### config.mk
export PLATFORM = sky130hd
export DESIGN_NAME = ftdi_fifo_bridge
export DESIGN_NICKNAME = d
export VERILOG_FILES = /design/src/rtl/ftdi_fifo_bridge.sv
export SDC_FILE = /design/constraint.sdc
export NUM_CORES = 1
export LEC_CHECK = 0
export ABC_AREA = 1
export CAP_MARGIN = 30
export CORE_UTILIZATION = 35
export DETAILED_ROUTE_END_ITERATION = 7
export GPL_TIMING_DRIVEN = 0
export PLACE_DENSITY = 0.57
export SLEW_MARGIN = 20
export SYNTH_ARGS = -nofsm -noshare
export SYNTH_HDL_FRONTEND = slang
export SYNTH_SLANG_ARGS = --single-unit
### constraint.sdc
create_clock -name clock -period 2.9 [get_ports clock]
set_input_delay 0.29 -clock clock [delete_from_list [all_inputs] [get_ports clock]]
set_output_delay 0.29 -clock clock [all_outputs]
set_load 0.005 [all_outputs]
### src/rtl/ftdi_fifo_bridge.sv
// ftdi_fifo_bridge: FT232H async-245 FIFO port controller with RX/TX buffers and round-robin arbitration.
// Define FTDI_BRIDGE_STATS_EN to build the 16-bit rx_count/tx_count traffic counters.
module ftdi_fifo_bridge #(
    parameter int DATA_W      = 8,
    parameter int RX_DEPTH    = 8,
    parameter int TX_DEPTH    = 8,
    parameter int SYNC_STAGES = 2,
    parameter int RD_PULSE    = 3,
    parameter int WR_SETUP    = 1,
    parameter int WR_PULSE    = 2,
    parameter int RECOVER     = 2
) (
    input  logic              clock,
    input  logic              reset,
    input  logic              ftdi_rxf,
    input  logic              ftdi_txe,
    output logic              ftdi_rd,
    output logic              ftdi_wr,
    input  logic [DATA_W-1:0] adbus_in,
    output logic [DATA_W-1:0] adbus_out,
    output logic              adbus_oe,
    output logic [DATA_W-1:0] rx_data,
    output logic              rx_valid,
    input  logic              rx_ready,
    input  logic [DATA_W-1:0] tx_data,
    input  logic              tx_valid,
    output logic              tx_ready,
    output logic              busy,
    output logic [15:0]       rx_count,
    output logic [15:0]       tx_count
);
    localparam int RX_AW = $clog2(RX_DEPTH);
    localparam int TX_AW = $clog2(TX_DEPTH);
    localparam logic [RX_AW:0] RX_FULL = (RX_AW+1)'(RX_DEPTH);
    localparam logic [TX_AW:0] TX_FULL = (TX_AW+1)'(TX_DEPTH);
    localparam logic [7:0] RD_LAST    = 8'(RD_PULSE - 1);
    localparam logic [7:0] SETUP_LAST = 8'(WR_SETUP - 1);
    localparam logic [7:0] WR_LAST    = 8'(WR_PULSE - 1);
    // The IDLE arbitration cycle completes the RECOVER+SYNC_STAGES quiet window.
    localparam logic [7:0] REC_LAST   = 8'(RECOVER + SYNC_STAGES - 2);

    localparam logic [2:0] S_IDLE     = 3'd0;
    localparam logic [2:0] S_RD_LOW   = 3'd1;
    localparam logic [2:0] S_WR_SETUP = 3'd2;
    localparam logic [2:0] S_WR_LOW   = 3'd3;
    localparam logic [2:0] S_WR_HOLD  = 3'd4;
    localparam logic [2:0] S_RECOVER  = 3'd5;

    logic [SYNC_STAGES-1:0] rxf_sync_q, rxf_sync_d, txe_sync_q, txe_sync_d;
    logic [2:0]             state_q, state_d;
    logic [7:0]             cnt_q, cnt_d;
    logic                   last_wr_q, last_wr_d;
    logic [DATA_W-1:0]      rd_data_q, rd_data_d;
    logic                   rd_pend_q, rd_pend_d;
    logic                   rd_n_q, rd_n_d, wr_n_q, wr_n_d, oe_q, oe_d;
    logic [DATA_W-1:0]      out_q, out_d;
    logic [DATA_W-1:0]      rx_mem_q [RX_DEPTH];
    logic [DATA_W-1:0]      tx_mem_q [TX_DEPTH];
    logic [RX_AW-1:0]       rx_wptr_q, rx_wptr_d, rx_rptr_q, rx_rptr_d;
    logic [TX_AW-1:0]       tx_wptr_q, tx_wptr_d, tx_rptr_q, tx_rptr_d;
    logic [RX_AW:0]         rx_used_q, rx_used_d;
    logic [TX_AW:0]         tx_used_q, tx_used_d;
    logic                   rx_push, rx_pop, tx_push, tx_pop, rd_ok, wr_ok;

    assign rx_push   = rd_pend_q;
    assign rx_pop    = rx_valid & rx_ready;
    assign tx_push   = tx_valid & tx_ready;
    assign rx_valid  = rx_used_q != '0;
    assign tx_ready  = tx_used_q != TX_FULL;
    assign rx_data   = rx_mem_q[rx_rptr_q];
    assign rd_ok     = !rxf_sync_q[SYNC_STAGES-1] && rx_used_q != RX_FULL;
    assign wr_ok     = !txe_sync_q[SYNC_STAGES-1] && tx_used_q != '0;
    assign ftdi_rd   = rd_n_q;
    assign ftdi_wr   = wr_n_q;
    assign adbus_oe  = oe_q;
    assign adbus_out = out_q;
    assign busy      = state_q != S_IDLE;

    always_comb begin
        rxf_sync_d = {rxf_sync_q[SYNC_STAGES-2:0], ftdi_rxf};
        txe_sync_d = {txe_sync_q[SYNC_STAGES-2:0], ftdi_txe};
        rx_wptr_d  = rx_wptr_q + RX_AW'(rx_push);
        rx_rptr_d  = rx_rptr_q + RX_AW'(rx_pop);
        rx_used_d  = rx_used_q + (RX_AW+1)'(rx_push) - (RX_AW+1)'(rx_pop);
    end

    always_comb begin
        state_d   = state_q;
        cnt_d     = cnt_q + 8'd1;
        last_wr_d = last_wr_q;
        rd_data_d = rd_data_q;
        rd_pend_d = 1'b0;
        out_d     = out_q;
        tx_pop    = 1'b0;
        case (state_q)
            S_IDLE: begin
                cnt_d = '0;
                if (rd_ok && (!wr_ok || last_wr_q)) begin
                    state_d   = S_RD_LOW;
                    last_wr_d = 1'b0;
                end else if (wr_ok) begin
                    state_d   = S_WR_SETUP;
                    last_wr_d = 1'b1;
                    out_d     = tx_mem_q[tx_rptr_q];
                end
            end
            S_RD_LOW: if (cnt_q == RD_LAST) begin
                state_d   = S_RECOVER;
                cnt_d     = '0;
                rd_data_d = adbus_in;
                rd_pend_d = 1'b1;
            end
            S_WR_SETUP: if (cnt_q == SETUP_LAST) begin
                state_d = S_WR_LOW;
                cnt_d   = '0;
            end
            S_WR_LOW: if (cnt_q == WR_LAST) begin
                state_d = S_WR_HOLD;
                cnt_d   = '0;
                tx_pop  = 1'b1;
            end
            S_WR_HOLD: begin
                state_d = S_RECOVER;
                cnt_d   = '0;
            end
            S_RECOVER: if (cnt_q == REC_LAST) begin
                state_d = S_IDLE;
                cnt_d   = '0;
            end
            default: state_d = S_IDLE;
        endcase
        // Pad strobes are registered from the next state so they never glitch.
        rd_n_d    = state_d != S_RD_LOW;
        wr_n_d    = state_d != S_WR_LOW;
        oe_d      = state_d == S_WR_SETUP || state_d == S_WR_LOW || state_d == S_WR_HOLD;
        tx_wptr_d = tx_wptr_q + TX_AW'(tx_push);
        tx_rptr_d = tx_rptr_q + TX_AW'(tx_pop);
        tx_used_d = tx_used_q + (TX_AW+1)'(tx_push) - (TX_AW+1)'(tx_pop);
    end

    always_ff @(posedge clock or posedge reset) begin
        if (reset) begin
            rxf_sync_q <= '1;
            txe_sync_q <= '1;
            state_q    <= S_IDLE;
            cnt_q      <= '0;
            last_wr_q  <= 1'b1;
            rd_data_q  <= '0;
            rd_pend_q  <= 1'b0;
            rd_n_q     <= 1'b1;
            wr_n_q     <= 1'b1;
            oe_q       <= 1'b0;
            out_q      <= '0;
            rx_wptr_q  <= '0;
            rx_rptr_q  <= '0;
            rx_used_q  <= '0;
            tx_wptr_q  <= '0;
            tx_rptr_q  <= '0;
            tx_used_q  <= '0;
        end else begin
            rxf_sync_q <= rxf_sync_d;
            txe_sync_q <= txe_sync_d;
            state_q    <= state_d;
            cnt_q      <= cnt_d;
            last_wr_q  <= last_wr_d;
            rd_data_q  <= rd_data_d;
            rd_pend_q  <= rd_pend_d;
            rd_n_q     <= rd_n_d;
            wr_n_q     <= wr_n_d;
            oe_q       <= oe_d;
            out_q      <= out_d;
            rx_wptr_q  <= rx_wptr_d;
            rx_rptr_q  <= rx_rptr_d;
            rx_used_q  <= rx_used_d;
            tx_wptr_q  <= tx_wptr_d;
            tx_rptr_q  <= tx_rptr_d;
            tx_used_q  <= tx_used_d;
        end
    end

    always_ff @(posedge clock) begin
        if (rx_push) rx_mem_q[rx_wptr_q] <= rd_data_q;
        if (tx_push) tx_mem_q[tx_wptr_q] <= tx_data;
    end

`ifdef FTDI_BRIDGE_STATS_EN
    logic [15:0] rx_count_q, rx_count_d, tx_count_q, tx_count_d;
    always_comb begin
        rx_count_d = rx_count_q + 16'(rx_push);
        tx_count_d = tx_count_q + 16'(tx_pop);
    end
    always_ff @(posedge clock or posedge reset) begin
        if (reset) begin
            rx_count_q <= '0;
            tx_count_q <= '0;
        end else begin
            rx_count_q <= rx_count_d;
            tx_count_q <= tx_count_d;
        end
    end
    assign rx_count = rx_count_q;
    assign tx_count = tx_count_q;
`else
    assign rx_count = '0;
    assign tx_count = '0;
`endif
endmodule

==> After elaboration in Yosys (flattened, before gate mapping) <==
Memory sizes are Yosys's and may differ from the RTL's. A register that Yosys moved wholly into a read port is not among the register bits.
Index checks and enable logic that the tools add are counted.
{ "word_totals": {"ff_bits": 48, "ram_bits": 128, "input_bits": 22, "wordCells": 85, "n_memories": 2} }
{ "mem_list": {"columns": ["name", "depth", "word_bits", "read_ports", "rd_ports_with_merged_regs", "write_ports", "line", "source"], "rows": [
  ["rx_mem_q", 8, 8, 1, 0, 1, "57", "logic [DATA_W-1:0] rx_mem_q [RX_DEPTH];"],
  ["tx_mem_q", 8, 8, 1, 1, 1, "58", "logic [DATA_W-1:0] tx_mem_q [TX_DEPTH];"]
]} }
{ "op_classes": {"add_sub_neg": 9, "eq_ne": 14, "muxes": 21, "n_bitwise": 3, "reduce_logical": 20} }
{ "op_table": {"columns": ["op", "count"], "rows": [
  ["one-hot mux 8 bit (4 select lines)", 1],
  ["2-to-1 mux 8 bit", 3],
  ["2-to-1 mux 3 bit", 6],
  ["one-hot mux 3 bit (6 select lines)", 1],
  ["adder 3 x 1 -> 3 bit", 4],
  ["equality test 3 x 2 -> 1 bit, second input constant", 4],
  ["2-to-1 mux 1 bit", 10],
  ["equality test 3 bit, second input constant", 3],
  ["adder 4 x 1 -> 4 bit", 2],
  ["adder 8 x 1 -> 8 bit, second input constant", 1],
  ["equality test 8 x 1 -> 1 bit, second input constant", 1],
  ["equality test 8 x 2 -> 1 bit, second input constant", 1],
  ["logical NOT 8 bit", 1],
  ["inequality test 4 bit, second input constant", 2],
  ["nonzero test 4 bit", 2],
  ["subtractor 4 x 1 -> 4 bit", 2],
  ["AND reduction 2 bit", 2],
  ["OR reduction 2 bit", 2],
  ["equality test 3 x 1 -> 1 bit, second input constant", 1],
  ["logical AND 1 bit", 3],
  ["logical NOT 1 bit", 3],
  ["logical NOT 3 bit", 1],
  ["logical OR 1 bit", 3],
  ["inequality test 3 x 1 -> 1 bit, second input constant", 1],
  ["other kinds (6)", 7]
]} }

==> Depth between registers and ports, before layout <==
Gate-level depths: netlist (run 1).
{ "logic_depth": {"depth_word": 10, "depth_mapped": 12, "depth_no_buf": 12} }

==> Worst setup path after synthesis (run 1) <==
No wires, ideal clock.
{ "synth_timing": {"kind": "register to register", "from": "register cnt_q[1]", "to": "register tx_used_q[2]", "setup_ns": 0.123, "arrival_ns": 1.899, "required_ns": 2.777, "slack_ns": 0.879, "path_stages_with_launch": 13, "n_path_buf": 0, "synth_period_minus_slack_ns": 2.021, "path_cell_list": "dfrtp_1 -> inv_1 -> ha_1 -> nand2_1 -> nor2_1 -> nand2_1 -> inv_1 -> ha_1 -> inv_1 -> ha_1 -> inv_1 -> fa_1 -> xnor2_1"} }
{ "synth_between": {"elab_chain_len": 4} }
{ "synth_rtl": {"columns": ["item", "line", "source"], "rows": [
  ["from (decl)", "51", "logic [7:0] cnt_q, cnt_d;"],
  ["from (signal assigned)", "164", "cnt_q <= cnt_d;"],
  ["equality test 8 x 1 -> 1 bit", "117", "S_WR_LOW: if (cnt_q == WR_LAST) begin"],
  ["2-to-1 mux 1 bit", "117", null],
  ["2-to-1 mux 1 bit", "95", "case (state_q)"],
  ["subtractor 4 x 1 -> 4 bit", "138", "tx_used_d = tx_used_q + (TX_AW+1)'(tx_push) - (TX_AW+1)'(tx_pop);"],
  ["named net tx_used_d[2]", "62", "logic [TX_AW:0] tx_used_q, tx_used_d;"],
  ["to (signal assigned)", "177", "tx_used_q <= tx_used_d;"],
  ["to (decl)", "62", null]
]} }
The timed path passes the listed nets, and every way through them passes these cells.
A chain may end at the register's enable or synchronous reset.

==> Final worst setup path (run 1) <==
{ "layout_timing": {"from": "register rx_rptr_q[0]", "to": "output rx_data[3]"} }
{ "layout_between": {"elab_chain_len": 1} }
{ "layout_rtl": {"columns": ["item", "line", "source"], "rows": [
  ["from (decl)", "59", "logic [RX_AW-1:0] rx_wptr_q, rx_wptr_d, rx_rptr_q, rx_rptr_d;"],
  ["from (signal assigned)", "173", "rx_rptr_q <= rx_rptr_d;"],
  ["memory (8 x 8 bit)", null, null],
  ["to (decl)", "22", "output logic [DATA_W-1:0] rx_data,"]
]} }
No other way between the ends.

==> impl_metrics.csv, run 1 <==
group,metric,value,unit
outcome,status,"finished with violations",
outcome,failed_checks,"DRC",
sta,setup_viol,0,
grt,grt_max_degree,48,
routing,ant_nets,0,
sta,setup_tns,0,ns
critical_path,r2r_cells,6,
cells_and_area,layout.cells.most_common_list,"177 x nand2_1, 128 x edfxtp_1, 60 x nor2_1, 52 x nand3_1",
logic_synthesis,syn_area_per_cell,11.4,µm²
critical_path,critPathKind,"register to output pin",
min_path,hold_path.class,"primary input to asynchronous set/reset pin",
clock_tree,cts.sinks,184,
cells_and_area,num-nets-final,834,
sta,hold_viol_final,0,
routing,vias,4919,
sta,holdWs,0.123,ns
logic_synthesis,netlist_area,0.00791,mm²
placement,routabilityCongestion,0.724,
floorplanning,die_y,152,µm
floorplanning,fp-row-count,54,
clock_tree,cts_resized,0,
sta,fmax,363,MHz
sta,tightestPinTransition,0.957,ns
routing,drc,8,
critical_path,crit_chain,"buf_2, inv_1, clkbuf_4, nor2_1, o22ai_1, nand2_1, nand2_1, clkdlybuf4s50_1",
clock_tree,post-cts-setup-buffers,0,
routing,wl_per_cell,14.9,µm
critical_path,crit_buf_inv,4,
grt,grt_pass1_wl,25.9,mm
critical_path,cp_top_family,"buffers and inverters",
logic_synthesis,ys_types,34,
critical_path,endpoint_kind,"output pin",
logic_synthesis,synth_seq_cells,184,
clock_tree,numCtsBuffers,17,
clock_tree,cts_max_path_buffers,2,
critical_path,r2r_setup_slack,0.57,ns
routing,drt-initial-drc-count,322,
placement,hpwl,10.6,mm
logic_synthesis,synth_top_cell_by_area,"edfxtp_1",
critical_path,cp_num_cells,8,
clock_tree,clk_pin_slew_worst_paths,0.07,ns
power,leakagePower,0.00399,µW
clock_tree,root_buffer,"clkbuf_16",
clock_tree,cts_tree,"built",
floorplanning,num_io_pins,76,
critical_path,required,2.61,ns
cells_and_area,final_common_cell,"nand2_1",
logic_synthesis,synth_seq_area_share,66.4,%
sta,relSlewSlack,36.0,%
clock_tree,cts_hold_buf,0,
floorplanning,die_area,0.0232,mm²
logic_synthesis,yosysWarningCount,0,
routing,wl,16.1,mm
cells_and_area,seq_area,0.00525,mm²
routing,avgViaCountPerCell,4.56,
sta,fin_skew,0.00940,ns
floorplanning,fp.coreArea,0.0220,mm²
floorplanning,initial_core_util,36.0,%
power,p_total,9110,µW
critical_path,cpPeakStageDelay,0.51,ns
cells_and_area,n_fill_cell,2101,
power,ir_drop,0.470,mV
critical_path,critPathMaxFanout,10,
critical_path,reg2reg_to,"tx_mem_q[2][0]",
placement,portBuffers,43,
clock_tree,clk_latency,0.43,ns
routing,drt_pass1_iterations,7,
flow_run,cap_viol_max_count,0,
placement,placed_cells,1046,
floorplanning,die_w,152,µm
logic_synthesis,yosysTopAreaCellShare,48.6,%
sta,rsz0062_at_grt,"no",
clock_tree,h-tree-depth,4,
critical_path,r2r-start,"tx_used_q[2]",
grt,antenna_found_initial,0,
cells_and_area,stdcell_count,1079,
power,power.density,967,mW/mm²
sta,slew_violations,0,
critical_path,critPathArrivalTime,2.46,ns
grt,grt_pass1_vias,4857,
sta,period_share,94.9,%
placement,place_ws,0.547,ns
critical_path,critPathSlowestCell,"clkdlybuf4s50_1",
cells_and_area,multiInputGateArea,0.00224,mm²
logic_synthesis,syn_inst,691,
cells_and_area,syn2layout_area_growth,19.1,%
grt,gr-total-overflow,0,
critical_path,start_kind,"register",
sta,final.min_clock_period,2.75,ns
cells_and_area,n_antenna_cell,0,
sta,setup_ws,0.148,ns
grt,grt_use_total,14.7,%
logic_synthesis,synth_area_leaders,"edfxtp_1 49%, dfrtp_1 16%, nand2_1 8.4%, ha_1 3.8%, nand3_1 3.3%",
cells_and_area,layout-drive-gt1-share,12.4,%
critical_path,cp_common_cell,"nand2_1",
==> final cells by class <==
class	count	share of cell area (%)
buffer	53	3.62
clock buffer	17	4.51
clock inverter	15	1.59
inverter	51	2.06
multi-input combinational	434	23.8
sequential	184	55.7
tap	280	3.72
timing repair buffer	45	4.94
==> cell usage after synthesis <==
| cell type | n |
|---|---|
| a21boi_0 | 1 |
| a21oi_1 | 4 |
| a31o_2 | 1 |
| buf_1 | 1 |
| buf_2 | 12 |
| buf_4 | 33 |
| clkbuf_1 | 7 |
| conb_1 | 1 |
| dfrtp_1 | 49 |
| dfstp_2 | 7 |
| edfxtp_1 | 128 |
| fa_1 | 2 |
| ha_1 | 24 |
| inv_1 | 50 |
| inv_2 | 1 |
| mux2i_1 | 16 |
| nand2_1 | 177 |
| nand2_2 | 2 |
| nand3_1 | 52 |
| nand3_2 | 1 |
| nand3b_1 | 1 |
| nand4_1 | 1 |
| nor2_1 | 60 |
| nor2_2 | 2 |
| nor2_4 | 2 |
| nor3_1 | 1 |
| nor3_4 | 1 |
| o21ai_0 | 23 |
| o21ai_2 | 1 |
| o22ai_1 | 16 |
| o311ai_0 | 1 |
| or2_2 | 1 |
| xnor2_1 | 5 |
| xor2_1 | 7 |
==> per-layer routing <==
metal	vias up	part of all wire, %	GRT usage, %
li1	2449	-	-
met1	2335	45	19.0
met2	116	49	24.9
met3	19	4.4	2.67
met4	0	1.6	5.15
met5	-	0	0
==> how the worst max path moves through the flow <==
stage	startpoint	to	slack (ns)
6_report	rx_rptr_q[0]	rx_data[3]	0.15
5_1_grt	rx_rptr_q[0]	rx_data[3]	0.01
4_1_cts	rx_rptr_q[0]	rx_data[3]	0.09
3_5_place_dp	tx_used_q[2]	tx_mem_q[0][2]	0.55
3_3_place_gp	reset	cnt_q[4]	0.004
2_1_floorplan	cnt_q[1]	tx_used_q[2]	0.88
==> sequential cells by signal, summed over array words and instances, names as in the netlist, 3 cells and up <==
name	count
rx_mem_q	64
tx_rptr_q	3
rd_data_q	8
rx_used_q	4
tx_used_q	4
state_q	3
rx_rptr_q	3
rx_wptr_q	3
adbus_out	8
cnt_q	8
tx_mem_q	64
tx_wptr_q	3
==> power breakdown <==
part,switching (µW),leakage [µW],internal [µW]
clock network,1100,0.000285,1150
registers,352,0.00184,3460
logic,1820,0.00187,1230
total,3270,0.00399,5850
==> through the flow <==
step                utilization, %  area [µm²]
finish                        42.9        9420
detailed placement            40.2        8840
CTS                           42.9        9410
global route                  42.9        9420
global placement              40.1        8810
floorplan                        -        8030
==> worst reg2reg max path: cells and delay by family (launching register included) <==
family,cells,cell delay [ns]
adder cells (fa/ha/maj),1,0.20
buffers and inverters,1,0.07
flip-flops,1,0.33
AND/OR/NAND/NOR,4,1.36
==> cell families after synthesis <==
group           synth area share (%)
xor+xnor                        1.33
fa+ha+maj                       4.30
compound gates                  3.40
other cells                   0.0474
mux                             2.02
simple gates                    15.8
buf+inv                         6.69
flops                           66.4
Power figures use the tool's default switching activity.
==> run 2, diff against run 1 <==
Settings changed: ABC_CLOCK_PERIOD_IN_PS set to 2900.
==> results of run 2 <==
No change in the layout: final DEF, timing and power equal those of run 1.
==> RTL change 1: new RTL, config.mk and constraints of run 2 <==
Take the reset off `rd_data_q` and load it in a clocked block of its own.
--- a/src/rtl/ftdi_fifo_bridge.sv
+++ b/src/rtl/ftdi_fifo_bridge.sv
@@ -145,7 +145,6 @@
             state_q    <= S_IDLE;
             cnt_q      <= '0;
             last_wr_q  <= 1'b1;
-            rd_data_q  <= '0;
             rd_pend_q  <= 1'b0;
             rd_n_q     <= 1'b1;
             wr_n_q     <= 1'b1;
@@ -163,7 +162,6 @@
             state_q    <= state_d;
             cnt_q      <= cnt_d;
             last_wr_q  <= last_wr_d;
-            rd_data_q  <= rd_data_d;
             rd_pend_q  <= rd_pend_d;
             rd_n_q     <= rd_n_d;
             wr_n_q     <= wr_n_d;
@@ -179,6 +177,10 @@
     end
 
     always_ff @(posedge clock) begin
+        rd_data_q <= rd_data_d;
+    end
+
+    always_ff @(posedge clock) begin
         if (rx_push) rx_mem_q[rx_wptr_q] <= rd_data_q;
         if (tx_push) tx_mem_q[tx_wptr_q] <= tx_data;
     end
Behaviour: no difference found for any inputs over 10 cycles, from zero or initial values and one cycle with reset high; that may be too few to reach the edited logic, so the function may still have changed.
==> RTL change 1 against run 2 <==
  * The run still ends with DRC left
  * Wire length decreased by 3.4%
  * Sequential cell count unchanged
  * Cell area decreased by 0.39%
  * Sequential share of layout area increased by 0.64 points
  * Cell count decreased by 1.8%
  * Highest routed layer unchanged
  * Total power decreased by 2.7%
  * Setup slack improved by 0.092 ns
  * Synthesized area decreased by 0.36%
  * Non-clock buffer count decreased by 2
==> RTL change 1: results (changes against run 2) <==
| Metric | Value |
|---|---|
| Worst slew pin tran | `0.954 ns (was 0.957 ns)` |
| Post-synth EDFFs | `136 (was 128)` |
| Hold Slack | `0.210 ns (was 0.123 ns)` |
| Area post-placement | `0.00880 sq mm (was 0.00884 sq mm)` |
| Proportion of layout cells with a drive suffix above 1 | `12.9% (was 12.4%)` |
| XOR/XNOR share of the synthesized area | `1.33% (about the same)` |
| Hold Path Class | `input pin to asynchronous set/reset pin (unchanged)` |
| Sequential area share after synthesis | `67.2% (was 66.4%)` |
| Post-synthesis compound-gate area fraction | `5.64% (was 3.40%)` |
| Failing checks | `DRC (unchanged)` |
| RePlAce Congestion | `0.769 (was 0.724)` |
| GRT Util Overall | `14.3% (was 14.7%)` |
| GR Layer Usage met3 | `3.39% (was 2.67%)` |
| Place WS | `0.611 ns (was 0.547 ns)` |
| Via density | `4.47 (was 4.56)` |
| Met2 GRT Util | `23.6% (was 24.9%)` |
| Port Buffers | `43 (unchanged)` |
| Synth cell count leaders | `edfxtp_1, nand2_1, nor2_1 (was nand2_1, edfxtp_1, nor2_1)` |
| Worst R2R Path Depth | `12 (was 6)` |
| Final setup skew | `0.0120 ns (was 0.00940 ns)` |
| DR top layer | `met4 (unchanged)` |
| Drt drc | `18 (was 8)` |
| Post-Syn Instances | `673 (was 691)` |
| Worst vdd ir | `0.443 mV (was 0.470 mV)` |
| Critical R2R Launch | `cnt_q[1]$_DFF_PP0_ (was tx_used_q[2]$_DFF_PP0_)` |
| P_leak | `3.87 nW (was 3.99 nW)` |
| Synth top area cells | `edfxtp_1, dfrtp_1, nand2_1 (unchanged)` |
| Clock Latency Late Sink | `0.44 ns` |
| Antenna violations before repair | `0 (unchanged)` |
| Met1 usage | `18.8% (was 19.0%)` |
| Final HPWL DP | `10600 um (about the same)` |
| Reg2Reg Setup Slack | `0.70 ns (was 0.57 ns)` |
| Ys async rst share | `26.1% (was 30.4%)` |
| First-pass GRT wire length | `25000 um (was 25900 um)` |
| Reg clk slew, reported paths | `0.08 ns` |
| R2R Path End | `tx_used_q[2]$_DFF_PP0_ (was tx_mem_q[2][0]$_DFFE_PP_)` |
| Metal-1 WL | `7130 um (was 7250 um)` |
| Status | `finished with violations (unchanged)` |
| Register area | `0.00529 sq mm (was 0.00525 sq mm)` |
| Arr. time, crit path | `2.37 ns (was 2.46 ns)` |
| Setup repair bufs after CTS | `0 (unchanged)` |
| Wire per inst | `14.7 um (was 14.9 um)` |
| WL met2 | `7610 um (was 7900 um)` |
| Placed Instances | `1028 (was 1046)` |
| Non-Filler Instances | `1060 (was 1079)` |
| Layout fillers | `2055 (was 2101)` |
| Pin count of the biggest net entering global routing | `27 (was 48)` |
| Nets | `815 (was 834)` |
| Post-synthesis adder-cell area fraction | `4.32% (was 4.30%)` |
| Multiplexer share of the synthesized area | `2.03% (was 2.02%)` |
| 1st-iter DRT viols | `220 (was 322)` |
| Met3 WL | `632 um (was 707 um)` |
| Vias in the first global route | `4660 (was 4857)` |
[RTL change 1: logic make-up after synthesis]
kind of cell / Yosys count
fa+ha+maj: 26
simple gates: 249
other cells: 1
buf+inv: 103
flops: 184
mux: 16
xor+xnor: 12
compound gates: 82
[RTL change 1: power breakdown]
| group | internal (mW) | leakage, nW | total (mW) | switching (mW) |
|---|---|---|---|---|
| Clock | 1.17 | 0.286 | 2.31 | 1.14 |
| Combinational | 1.24 | 1.77 | 3.00 | 1.76 |
| Sequential | 3.31 | 1.81 | 3.57 | 0.257 |
[RTL change 1: worst max path at each step]
stage                                start                  endpoint  slack [ns]  depth (start not counted)
floorplan               cnt_q[1]$_DFF_PP0_    tx_used_q[2]$_DFF_PP0_        0.88                         12
global placement                     reset  adbus_out[2]$_DFFE_PP0P_        0.44                          2
detailed placement                rx_ready    rx_used_q[2]$_DFF_PP0_        0.61                          8
CTS                 rx_rptr_q[0]$_DFF_PP0_                rx_data[7]        0.20                          8
global route        rx_rptr_q[0]$_DFF_PP0_                rx_data[0]        0.09                          8
finish              rx_rptr_q[0]$_DFF_PP0_                rx_data[0]        0.24                          8
[RTL change 1: worst max-delay path, stage by stage (launching register included)]
cell and delay, ns:
dfrtp_1 0.38, buf_2 0.17, inv_1 0.22, buf_4 0.25, nor2_1 0.06, o22ai_1 0.15
nand2_1 0.08, nand2_1 0.12, clkdlybuf4s50_1 0.51
[RTL change 1: cell type report]
| type | count | share of cell area (%) |
|---|---|---|
| flip-flops and latches | 184 | 56.4 |
| multi-input cells | 417 | 23.1 |
| repair buffers | 44 | 4.80 |
| clock buffers | 17 | 4.53 |
| well taps | 280 | 3.73 |
| plain buffers | 52 | 3.64 |
| inverters | 51 | 2.04 |
| clock inverters | 15 | 1.75 |
==> RTL change 2: new RTL, flow settings as in run 2 <==
Made on the original files. Change the parameter `DATA_W` from 8 to 6.
--- a/src/rtl/ftdi_fifo_bridge.sv
+++ b/src/rtl/ftdi_fifo_bridge.sv
@@ -1,7 +1,7 @@
 // ftdi_fifo_bridge: FT232H async-245 FIFO port controller with RX/TX buffers and round-robin arbitration.
 // Define FTDI_BRIDGE_STATS_EN to build the 16-bit rx_count/tx_count traffic counters.
 module ftdi_fifo_bridge #(
-    parameter int DATA_W      = 8,
+    parameter int DATA_W      = 6,
     parameter int RX_DEPTH    = 8,
     parameter int TX_DEPTH    = 8,
     parameter int SYNC_STAGES = 2,
Ports: changed (resized adbus_in, adbus_out, rx_data and tx_data); port bits go from 76 to 68. The function was not compared with the original's and may differ.
==> RTL change 2 against run 2 <==
  * The flow still finishes with violations (DRC)
  * Cell count is 15% lower
  * Sequential power is 18% lower
  * Synthesized area is 17% lower
  * Utilization is 0.65 points higher
  * Via count is 16% lower
  * Setup slack better by 0.18 ns
  * Sequential share of layout area is 2.7 points lower
  * Worst hold slack better by 0.076 ns
  * Cell area is 16% lower
  * Clock power is 4% lower
  * Wire length is 24% lower
  * Combinational power is 18% lower
  * Sequential cell count is 36 lower
  * Total power is 15% lower
  * Critical path type unchanged
  * Largest cell class unchanged
==> RTL change 2: results (changes against run 2) <==
| Metric | Value |
|---|---|
| TritonRoute pass-1 iters | `7 (unchanged)` |
| Post-synth EDFFs | `96 (was 128)` |
| Via Count | `4143 (was 4919)` |
| Drt drc | `12 (was 8)` |
| Post-synth cell types | `31 (was 34)` |
| Reg2Reg Setup Slack | `0.68 ns (was 0.57 ns)` |
| Port Buffers | `35 (was 43)` |
| Worst R2R Path Depth | `12 (was 6)` |
| Worst vdd ir | `0.501 mV (was 0.470 mV)` |
| Antenna violations before repair | `0 (unchanged)` |
| 1st-iter DRT viols | `320 (was 322)` |
| Met2 GRT Util | `24.1% (was 24.9%)` |
| Setup repair bufs after CTS | `0 (unchanged)` |
| N_diodes | `0 (unchanged)` |
| H-Tree Depth | `4 (unchanged)` |
| Crit path capture | `rx_data[5] (was rx_data[3])` |
| Critical R2R Launch | `cnt_q[1]$_DFF_PP0_ (was tx_used_q[2]$_DFF_PP0_)` |
| P_leak | `3.43 nW (was 3.99 nW)` |
| Non-Filler Instances | `921 (was 1079)` |
| Placed Instances | `889 (was 1046)` |
| Biggest regs | `rx_mem_q (48), tx_mem_q (48), cnt_q (8) (was rx_mem_q (64), tx_mem_q (64))` |
| Post-Syn Instances | `593 (was 691)` |
| CTS root buf | `clkbuf_16 (unchanged)` |
| Vias in the first global route | `4225 (was 4857)` |
| Arr. time, crit path | `2.28 ns (was 2.46 ns)` |
| Status | `finished with violations (unchanged)` |
| Proportion of layout cells with a drive suffix above 1 | `13.7% (was 12.4%)` |
| Final HPWL DP | `8800 um (was 10600 um)` |
| RePlAce Congestion | `0.792 (was 0.724)` |
| Met1 usage | `16.1% (was 19.0%)` |
| Synth top area cells | `edfxtp_1, dfrtp_1, nand2_1 (unchanged)` |
| Routed WL | `12300 um (was 16100 um)` |
| Nets | `723 (was 834)` |
| Synth cell count leaders | `nand2_1, edfxtp_1, nor2_1 (unchanged)` |
| Clock buffer count from CTS | `17 (unchanged)` |
| Failing checks | `DRC (unchanged)` |
| Pin count of the biggest net entering global routing | `34 (was 48)` |
| Hold Path Class | `input pin to asynchronous set/reset pin (unchanged)` |
| GR Layer Usage met3 | `3.59% (was 2.67%)` |
| Sequential area share after synthesis | `64.0% (was 66.4%)` |
| GRT Util Overall | `14.0% (was 14.7%)` |
| Final setup skew | `0.00699 ns (was 0.00940 ns)` |
| Worst setup startpoint | `rx_rptr_q[1]$_DFF_PP0_ (was rx_rptr_q[0]$_DFF_PP0_)` |
| R2R Path End | `tx_used_q[2]$_DFF_PP0_ (was tx_mem_q[2][0]$_DFFE_PP_)` |
| Ys async rst share | `35.1% (was 30.4%)` |
| Layout fillers | `1676 (was 2101)` |
| Post-CTS sizing | `0 (unchanged)` |
| First-pass GRT wire length | `20600 um (was 25900 um)` |
| Net Sw Frac | `33.5% (was 35.8%)` |
| Slew HR | `56.0% (was 36.0%)` |
## RTL change 2: changes by cell type after synthesis, sizes merged, moves of 4 or more
cell    delta
nand3     -34
nor2      +22
mux2i      -4
nand2     -54
edfxtp    -32
buf        -4
o22ai      -4
o21ai     +18
dfrtp      -4
## RTL change 2: final cells by class
type / count / share of cell area (%)
flip-flops and latches: 148 / 53.0
plain buffers: 47 / 4.11
multi-input cells: 375 / 24.6
repair buffers: 36 / 4.68
clock inverters: 12 / 1.61
inverters: 54 / 2.56
well taps: 229 / 3.62
clock buffers: 20 / 5.79
## RTL change 2: cells by family (layout without fill, tap and decap cells)
logic type	count (synthesis)	count (layout)	share of synthesized area [%]
adder cells (fa/ha/maj)	26	26	5.20
flip-flops	148	148	64.0
XOR/XNOR	12	12	1.61
AO/OA/AOI/OAI	60	60	4.87
other	1	32	0.0573
multiplexers	12	12	1.83
buffers and inverters	101	169	8.06
AND/OR/NAND/NOR	233	233	14.3
## RTL change 2: worst min-delay path by stage
stage | to | slack, ns | startpoint
6_report | tx_used_q[3]$_DFF_PP0_ | 0.20 | reset
5_1_grt | state_q[1]$_DFF_PP0_ | 0.23 | reset
4_1_cts | tx_used_q[3]$_DFF_PP0_ | 0.21 | reset
3_5_place_dp | txe_sync_q[1]$_DFF_PP1_ | 0.35 | txe_sync_q[0]$_DFF_PP1_
3_3_place_gp | rxf_sync_q[1]$_DFF_PP1_ | 0.35 | rxf_sync_q[0]$_DFF_PP1_
2_1_floorplan | rxf_sync_q[0]$_DFF_PP1_ | 0.29 | ftdi_rxf
## RTL change 2: metal layers
layer,vias to the layer above,wire (um)
li1,2069,-
met5,-,0
met1,1966,5260
met3,20,443
met2,88,6250
met4,0,313
## RTL change 2: power groups by stage
stage	Clock [mW]	Sequential, mW	Combinational (mW)
finish	2.16	3.13	2.50
global route	2.29	3.19	2.86
CTS	2.20	3.14	2.55
detailed placement	0	3.18	2.53
global placement	0	3.15	2.44
floorplan	0	3.06	1.70
## RTL change 2: worst max-delay path, delay by kind of cell, from the launching register on
| family | cells | cell delay, ns |
|---|---|---|
| flops | 1 | 0.44 |
| compound gates | 2 | 0.39 |
| simple gates | 2 | 0.18 |
| buf+inv | 2 | 0.85 |
## RTL change 2: metrics by stage
step | cell area, sq um | worst slack (ns) | util [%] | total power, mW
after global placement | 7300 | 0.332 | 40.2 | 5.59
final | 7910 | 0.333 | 43.6 | 7.79
after global routing | 7910 | 0.0892 | 43.6 | 8.34
after floorplan | 6660 | 0.899 | - | 4.76
after detailed placement | 7320 | 0.565 | 40.3 | 5.71
after CTS | 7910 | 0.322 | 43.6 | 7.88
